--- src/rtl/disp_pkg.sv ---
// Shared display-code definitions: code field layout, glyph names and
// active-low 7-segment patterns ({dp,g,f,e,d,c,b,a}).
package disp_pkg;

  localparam int CODE_W          = 6;
  localparam int SEG_W           = 8;
  localparam int CODE_SPECIAL_BIT = 5;
  localparam int CODE_GLYPH_MSB  = 4;
  localparam int CODE_GLYPH_LSB  = 1;
  localparam int CODE_DP_BIT     = 0;
  localparam int SEG_DP_BIT      = 7;

  localparam logic [3:0] G_P = 4'hA;
  localparam logic [3:0] G_B = 4'hB;
  localparam logic [3:0] G_C = 4'hC;
  localparam logic [3:0] G_S = 4'hD;
  localparam logic [3:0] G_E = 4'hE;
  localparam logic [3:0] G_U = 4'hF;

  localparam logic [CODE_W-1:0] CODE_DASH  = 6'h3F;
  localparam logic [CODE_W-1:0] CODE_BLANK = 6'h20;

  localparam logic [SEG_W-1:0] SEG_0     = 8'hC0;
  localparam logic [SEG_W-1:0] SEG_1     = 8'hF9;
  localparam logic [SEG_W-1:0] SEG_2     = 8'hA4;
  localparam logic [SEG_W-1:0] SEG_3     = 8'hB0;
  localparam logic [SEG_W-1:0] SEG_4     = 8'h99;
  localparam logic [SEG_W-1:0] SEG_5     = 8'h92;
  localparam logic [SEG_W-1:0] SEG_6     = 8'h82;
  localparam logic [SEG_W-1:0] SEG_7     = 8'hF8;
  localparam logic [SEG_W-1:0] SEG_8     = 8'h80;
  localparam logic [SEG_W-1:0] SEG_9     = 8'h90;
  localparam logic [SEG_W-1:0] SEG_P     = 8'h8C;
  localparam logic [SEG_W-1:0] SEG_B     = 8'h83;
  localparam logic [SEG_W-1:0] SEG_C     = 8'hA7;
  localparam logic [SEG_W-1:0] SEG_S     = 8'h92;
  localparam logic [SEG_W-1:0] SEG_E     = 8'h86;
  localparam logic [SEG_W-1:0] SEG_U     = 8'hC1;
  localparam logic [SEG_W-1:0] SEG_DASH  = 8'hBF;
  localparam logic [SEG_W-1:0] SEG_BLANK = 8'hFF;

endpackage

--- src/rtl/seg7_decode.sv ---
// Combinational decode of one 6-bit display code into an active-low
// cathode pattern.
module seg7_decode
  import disp_pkg::*;
(
  input  logic [CODE_W-1:0] i_code,
  output logic [SEG_W-1:0]  o_seg
);

  logic                w_special;
  logic                w_dp;
  logic [3:0]          w_glyph;
  logic [SEG_W-1:0]    w_glyph_seg;

  assign w_special = i_code[CODE_SPECIAL_BIT];
  assign w_glyph   = i_code[CODE_GLYPH_MSB:CODE_GLYPH_LSB];
  assign w_dp      = i_code[CODE_DP_BIT];

  always_comb begin
    w_glyph_seg = SEG_BLANK;
    case (w_glyph)
      4'h0:    w_glyph_seg = SEG_0;
      4'h1:    w_glyph_seg = SEG_1;
      4'h2:    w_glyph_seg = SEG_2;
      4'h3:    w_glyph_seg = SEG_3;
      4'h4:    w_glyph_seg = SEG_4;
      4'h5:    w_glyph_seg = SEG_5;
      4'h6:    w_glyph_seg = SEG_6;
      4'h7:    w_glyph_seg = SEG_7;
      4'h8:    w_glyph_seg = SEG_8;
      4'h9:    w_glyph_seg = SEG_9;
      G_P:     w_glyph_seg = SEG_P;
      G_B:     w_glyph_seg = SEG_B;
      G_C:     w_glyph_seg = SEG_C;
      G_S:     w_glyph_seg = SEG_S;
      G_E:     w_glyph_seg = SEG_E;
      G_U:     w_glyph_seg = SEG_U;
      default: w_glyph_seg = SEG_BLANK;
    endcase
  end

  // Special codes ignore the decimal point; only the dash glyph lights anything.
  always_comb begin
    o_seg = SEG_BLANK;
    if (w_special) begin
      if (w_glyph == CODE_DASH[CODE_GLYPH_MSB:CODE_GLYPH_LSB]) begin
        o_seg = SEG_DASH;
      end else begin
        o_seg = SEG_BLANK;
      end
    end else begin
      o_seg             = w_glyph_seg;
      o_seg[SEG_DP_BIT] = w_glyph_seg[SEG_DP_BIT] & ~w_dp;
    end
  end

endmodule

--- src/rtl/display_scan8.sv ---
// Eight-digit multiplexed 7-segment scanner with per-frame shadow latch,
// anti-ghosting guard cycles and per-digit blinking.
module display_scan8
  import disp_pkg::*;
#(
  parameter int REFRESH_DIV  = 100000,
  parameter int GUARD        = 2,
  parameter int BLINK_FRAMES = 32
) (
  input  logic              clock,
  input  logic              reset,
  input  logic [CODE_W-1:0] d1,
  input  logic [CODE_W-1:0] d2,
  input  logic [CODE_W-1:0] d3,
  input  logic [CODE_W-1:0] d4,
  input  logic [CODE_W-1:0] d5,
  input  logic [CODE_W-1:0] d6,
  input  logic [CODE_W-1:0] d7,
  input  logic [CODE_W-1:0] d8,
  input  logic [7:0]        blink,
  output logic [7:0]        an,
  output logic [SEG_W-1:0]  dec_cat,
  output logic              frame_start
);

  localparam int PRE_W  = $clog2(REFRESH_DIV);
  localparam int FCNT_W = (BLINK_FRAMES > 1) ? $clog2(BLINK_FRAMES) : 1;

  localparam logic [PRE_W-1:0]  PRE_ZERO   = {PRE_W{1'b0}};
  localparam logic [PRE_W-1:0]  PRE_ONE    = PRE_W'(32'd1);
  localparam logic [PRE_W-1:0]  PRE_LAST   = PRE_W'(REFRESH_DIV - 1);
  localparam logic [PRE_W-1:0]  PRE_GUARD  = PRE_W'(GUARD);
  localparam logic [FCNT_W-1:0] FCNT_ZERO  = {FCNT_W{1'b0}};
  localparam logic [FCNT_W-1:0] FCNT_ONE   = FCNT_W'(32'd1);
  localparam logic [FCNT_W-1:0] FCNT_LAST  = FCNT_W'(BLINK_FRAMES - 1);

  logic [PRE_W-1:0]  r_pre;
  logic [2:0]        r_slot;
  logic [FCNT_W-1:0] r_fcnt;
  logic              r_phase;

  logic [CODE_W-1:0] r_shadow [8];
  logic [7:0]        r_shadow_blink;

  logic [7:0]        r_an;
  logic [SEG_W-1:0]  r_dec_cat;
  logic              r_frame_start;

  logic [CODE_W-1:0] w_d [8];
  logic              w_capture;
  logic [7:0]        w_slot_mask;
  logic [CODE_W-1:0] w_code;
  logic [SEG_W-1:0]  w_seg;
  logic              w_blank;
  logic [7:0]        w_an_nxt;
  logic [SEG_W-1:0]  w_cat_nxt;

  assign w_d[0] = d1;
  assign w_d[1] = d2;
  assign w_d[2] = d3;
  assign w_d[3] = d4;
  assign w_d[4] = d5;
  assign w_d[5] = d6;
  assign w_d[6] = d7;
  assign w_d[7] = d8;

  assign w_capture   = (r_pre == PRE_ZERO) && (r_slot == 3'd0);
  // Slot k drives an[7-k]; the same mask selects its blink bit.
  assign w_slot_mask = 8'h80 >> r_slot;
  assign w_code      = r_shadow[r_slot];
  assign w_blank     = (|(r_shadow_blink & w_slot_mask)) & r_phase;

  always_ff @(posedge clock) begin
    if (!reset) begin
      r_pre   <= PRE_ZERO;
      r_slot  <= 3'd0;
      r_fcnt  <= FCNT_ZERO;
      r_phase <= 1'b0;
    end else if (r_pre == PRE_LAST) begin
      r_pre  <= PRE_ZERO;
      r_slot <= r_slot + 3'd1;
      if (r_slot == 3'd7) begin
        if (r_fcnt == FCNT_LAST) begin
          r_fcnt  <= FCNT_ZERO;
          r_phase <= ~r_phase;
        end else begin
          r_fcnt <= r_fcnt + FCNT_ONE;
        end
      end
    end else begin
      r_pre <= r_pre + PRE_ONE;
    end
  end

  // Whole-frame snapshot so one frame never mixes old and new codes.
  always_ff @(posedge clock) begin
    if (!reset) begin
      for (int i = 0; i < 8; i++) begin
        r_shadow[i] <= CODE_BLANK;
      end
      r_shadow_blink <= 8'h00;
    end else if (w_capture) begin
      for (int i = 0; i < 8; i++) begin
        r_shadow[i] <= w_d[i];
      end
      r_shadow_blink <= blink;
    end
  end

  seg7_decode u_decode (
    .i_code (w_code),
    .o_seg  (w_seg)
  );

  always_comb begin
    w_an_nxt  = 8'hFF;
    w_cat_nxt = SEG_BLANK;
    if (r_pre < PRE_GUARD) begin
      w_an_nxt  = 8'hFF;
      w_cat_nxt = SEG_BLANK;
    end else begin
      w_an_nxt = ~w_slot_mask;
      if (w_blank) begin
        w_cat_nxt = SEG_BLANK;
      end else begin
        w_cat_nxt = w_seg;
      end
    end
  end

  always_ff @(posedge clock) begin
    if (!reset) begin
      r_an          <= 8'hFF;
      r_dec_cat     <= SEG_BLANK;
      r_frame_start <= 1'b0;
    end else begin
      r_an          <= w_an_nxt;
      r_dec_cat     <= w_cat_nxt;
      r_frame_start <= w_capture;
    end
  end

  assign an          = r_an;
  assign dec_cat     = r_dec_cat;
  assign frame_start = r_frame_start;

endmodule
--- config.mk ---
export PLATFORM = sky130hd
export DESIGN_NAME = display_scan8
export DESIGN_NICKNAME = d
export VERILOG_FILES = /design/src/rtl/disp_pkg.sv /design/src/rtl/seg7_decode.sv /design/src/rtl/display_scan8.sv
export SDC_FILE = /design/constraint.sdc
export NUM_CORES = 1
export LEC_CHECK = 0
export BUFFER_PORTS_ARGS = -buffer_cell sky130_fd_sc_hd__clkbuf_2
export CAP_MARGIN = 10
export CORE_UTILIZATION = 35
export DETAILED_ROUTE_END_ITERATION = 12
export GPL_TIMING_DRIVEN = 0
export PLACE_DENSITY_LB_ADDON = 0.08
export SYNTH_ARGS = -nofsm -noshare
export SYNTH_HDL_FRONTEND = slang
export SYNTH_SLANG_ARGS = --single-unit
--- constraint.sdc ---
create_clock -name clock -period 3.4 [get_ports clock]
set_clock_uncertainty 0.2 [all_clocks]
set_input_delay 0.85 -clock clock [delete_from_list [all_inputs] [get_ports clock]]
set_output_delay 0.85 -clock clock [all_outputs]
set_load 0.005 [all_outputs]
Word level (Yosys, flattened, before mapping)
Memories as Yosys holds them, arrays and structs flattened. A register that Yosys moved wholly into a read port is not among the register bits.
Index checks and enable logic that the tools add are counted.
Widths: inputs -> output; s select.
{ "op_classes": {"addsub": 3, "order_cmp": 1, "n_eq_ne": 4, "shifts": 1, "n_mux": 17, "bitwise_logic": 15, "n_reduce_logical": 9} }
{ "op_table": {"columns": ["operator", "count"], "rows": [
  ["$mux 6", 8],
  ["$add 17x1->17 const B", 1],
  ["$eq 17x17->1 const B", 1],
  ["$logic_not 17->1", 1],
  ["$lt 17x2->1 const B", 1],
  ["$and 8x8->8", 1],
  ["$mux 8", 1],
  ["$not 8->8", 1],
  ["$or 1x1->1", 8],
  ["$reduce_or 8->1", 1],
  ["$shr 8x3->8 const A", 1],
  ["$mux 7", 1],
  ["$mux 3", 2],
  ["$add 5x1->5 const B", 1],
  ["$eq 5x5->1 const B", 1],
  ["$mux 5", 1],
  ["$eq 4x4->1 const B", 1],
  ["$mux 1", 4],
  ["$reduce_or 2->1", 2],
  ["$add 3x1->3 const B", 1],
  ["$eq 3x3->1 const B", 1],
  ["$logic_not 3->1", 1],
  ["$not 1->1", 3],
  ["$reduce_and 3->1", 1],
  ["other kinds (5)", 5]
]} }
{ "totals": {"ff_bits": 51, "mem_bits_rw": 48, "romBits": 112, "inputBits": 58, "word_cells": 60, "mem_count": 2} }
{ "mem_list": {"columns": ["name", "depth", "width", "read_ports", "rd_clocked_by_memory_dff", "wr", "line_no", "text"], "rows": [
  ["(name not given)", 16, 7, 1, 0, 0, "seg7_decode.sv:21", "case (w_glyph)"],
  ["r_shadow", 8, 6, 1, 1, 8, "display_scan8.sv:42", "logic [CODE_W-1:0] r_shadow [8];"]
]} }

Depth between registers and ports, before layout
{ "logic_depth": {"ltp_word": 6, "depth_mapped": 9, "depth_no_buf": 8} }

Cells and area by module
A second synthesis with hierarchy kept.
{ "hier_totals": {"cells_unflattened": 413, "area_unflattened_um2": 4780.8} }
{ "by_module_without_submodules": {"columns": ["module", "n_inst", "cells_per_inst", "area_per_inst_um2"], "rows": [
  ["display_scan8", 1, 367, 4466.8],
  ["seg7_decode", 1, 46, 314.1]
]} }

Worst setup path before layout
Ideal clock, no wire load.
{ "synth_timing": {"path_kind": "reg2reg", "start": "register r_pre[11]", "end": "memory r_shadow[0][0] (enable)", "setup_time_ns": 0.413, "t_arrival_ns": 2.457, "path_slack_ns": 0.329, "path_stages_with_launch": 6, "n_path_buf": 1, "cell_sequence": "dfxtp_1 > nor4_2 > nand4_1 > nor3_2 > buf_4 > nand2b_1"} }
{ "synth_rtl": {"columns": ["item", "line_no", "text"], "rows": [
  ["start, declared", "display_scan8.sv:37", "logic [PRE_W-1:0] r_pre;"],
  ["start signal, assigned", "display_scan8.sv:91", "r_pre <= r_pre + PRE_ONE;"],
  ["end, declared", "display_scan8.sv:42", null]
]} }

==> results.ini <==
[floorplanning]
die_width_um=116
start_util=0.360
vertical_extent_of_the_die_um=116
fp.dieArea_um2=13500
core_region_area_um2=12700
rows=41
ioPinCount=75

[setup_path]
timing.critical_path.mode_cell=inv_1
critPathArrivalTime_ps=2800
crit_path_max_incr_delay_ps=570
path_cells=buf_2 > mux4_2 > mux2i_2 > inv_1 > ha_1 > inv_1 > or2_1 > and3_1 > o211ai_2
path_max_fanout=10
worst-endpoint-required_ps=3410
kind_of_end_point_of_the_critical_path=flop
critPathKind=reg2reg
slowest_cell_on_crit_path=mux4_2
critical_path.startpoint_type=flop

[finish]
final_layout_size_suffix_gt1_frac=0.250
fillCellCount=1247
instances_no_fill=640
final_net_count=538
synthToLayoutAreaGrowth_pct=18.9
insertedDiodeCount=0
final_standard_cell_area_without_fillers_um2=5420

[synthesis]
ys_dominant_reg_cell=dfxtp_1
synthDominantAreaCellType=edfxtp_1
gate_count_post_synth=377
synth.top_cell.area_share=0.316
netlist_top_cells_area=edfxtp_1 32%, dfxtp_1 24%, mux4_2 5.9%
ys.warnings.count=0
register_bit_total_from_synthesis=102
syn-cell-area_um2=4560
synthArstFlopShare=0
post-synth-top-count-cell=dfxtp_1
synthesized_area_per_cell_um2=12.1
number_of_synthesized_flops_with_an_enable_pin=48
post_synth_num_cell_types=46
yosysSeqAreaShare=0.553
mappedNetlistNets=452
post_synth_most_frequent_cells=54 x dfxtp_1, 48 x edfxtp_1, 34 x and3_1, 25 x nor2_1, 21 x nand2_1

[power_and_ir_drop]
vdd.ir_drop.worst_v=0.000233
power.density_cell_area_nw_per_um2=483
p_leak_nw=2.23
power_total_mw=2.62

[sta]
rsz0062_at_grt=false
timing.final.setup_violations=0
maxClockFrequency_ghz=0.358
slew_viol_final=0
final-hold-violation-count=0
timing.final.crit_period_ps=2790
timing_worst_slew_pin_value_ps=668
finalCritPeriodShare=0.821
fin_ws_ps=607
max-slew-margin-rel=0.551

[clock_network]
post-cts-setup-buffers=0
clkSlewWorstSetupHoldPaths_ps=60
cts.path.max_buffers=2
insertion_delay_ps=340
cts_hold_repair.buffers=0
cts.repair.resized=0
tritoncts.num_buffers=9
cts_tree=built
clockRootBuffer=clkbuf_16
cts_sinks=102
cts_htree_levels=3

[grt]
globalRoute.totalOverflow=0
wire_length_of_the_first_global_routing_pass_um=15700
antenna_found_initial=0
grt_start_max_net_pins=40
first_global_vias=3041
global_route_usage_over_all_layers=0.160

[run_status]
outcome=finished, final reports clean

[route]
dr_total_vias=3009
avgViaCountPerCell=4.70
detail_route.wirelength_um=9820
drt_iter0_drc=202
wl_per_cell_um=15.3
drc_errors=0
drtAntennaViolNets=0
drt_first_pass_iters=5

[hold_path]
holdCritPathClass=reg2reg

[run]
drv_cap=0

[place]
dp_hpwl_um=7020
pre_cts_ws_ps=516
cell_area_after_placement_um2=5170
placer_congestion_estimate=0.773
numPortBuffers=74
dp.cells=624

final cells by class:
type / count / area, um2 / area share
Sequential cell: 102 / 2520 / 0.465
Multi-Input combinational cell: 243 / 1890 / 0.348
Timing Repair Buffer: 75 / 390 / 0.0720
Clock buffer: 12 / 236 / 0.0436
Tap cell: 172 / 215 / 0.0397
Buffer: 21 / 113 / 0.0208
Inverter: 11 / 41.3 / 0.00762
Clock inverter: 4 / 15.0 / 0.00277
through the flow:
step                 util  hold slack [ps]  TNS [ps]
floorplan               -              235         0
global placement    0.406              241    -30560
detailed placement  0.408              260         0
CTS                 0.428              269         0
global route        0.428              302         0
finish              0.428              264         0
sequential cells by signal, indices dropped and copies added (netlist names), named ones only:
name,count
r_phase,1
r_shadow,48
r_shadow_blink,8
r_fcnt,5
frame_start,1
an,8
r_slot,3
dec_cat,8
r_pre,17
logic make-up after synthesis:
kind of cell	Yosys count	share of synthesized area
AO/OA/AOI/OAI	24	0.0390
flip-flops	102	0.553
adder cells (fa/ha/maj)	17	0.0467
buffers and inverters	32	0.0338
multiplexers	31	0.108
AND/OR/NAND/NOR	154	0.187
XOR/XNOR	17	0.0327
report_power, final:
group	total [mW]	internal (mW)	switching [mW]
logic	0.296	0.137	0.159
registers	1.41	1.38	0.0262
clock network	0.913	0.488	0.425
cells in the final DEF (no fill, tap or decap), types with 4 or more instances in the layout:
| cell | Yosys | final |
|---|---|---|
| nor2b_1 | 10 | 10 |
| buf_2 | 6 | 6 |
| and3_1 | 34 | 34 |
| ha_1 | 17 | 17 |
| a21boi_1 | 5 | 5 |
| nand2_1 | 21 | 21 |
| clkinv_1 | 0 | 4 |
| xor2_1 | 7 | 7 |
| nand4_1 | 5 | 5 |
| nor2_1 | 25 | 25 |
| xnor2_1 | 10 | 10 |
| edfxtp_1 | 48 | 48 |
| inv_1 | 11 | 11 |
| nor3_1 | 5 | 5 |
| nand2b_1 | 11 | 10 |
| mux4_2 | 12 | 12 |
| mux2i_1 | 14 | 14 |
| and2_1 | 18 | 18 |
| o21ai_1 | 4 | 4 |
| nor4_1 | 4 | 4 |
| dfxtp_1 | 54 | 54 |
| nand3_1 | 12 | 12 |
| clkbuf_1 | 10 | 13 |
| clkbuf_16 | 0 | 9 |
| clkbuf_2 | 0 | 74 |
per-layer routing:
layer / part of all wire / up-vias / GRT usage
met5: 0 / - / 0
met4: 0.020 / 0 / 0.0778
met3: 0.044 / 11 / 0.0270
met2: 0.46 / 66 / 0.247
met1: 0.48 / 1418 / 0.220
li1: - / 1514 / -
worst paths after layout:
kind / start / to / slack (ps) / cells past startpoint
worst max-delay path: flop / dec_cat[6] / 610 / 9
worst min register to register: r_fcnt[4] / r_fcnt[4] / 260 / 2
worst min-delay path: r_fcnt[4] / r_fcnt[4] / 260 / 2
worst max register to register: flop / dec_cat[6] / 610 / 9
critical path, delay by kind of cell, from the launching register on:
family | cells | cell delay [ps]
buffers and inverters | 3 | 610
AOI/OAI and AO/OA | 1 | 80
DFF | 1 | 300
muxes | 2 | 930
and+or+nand+nor | 2 | 300
adders and majority gates | 1 | 220
No activity file was read; power rests on OpenSTA's default activity.
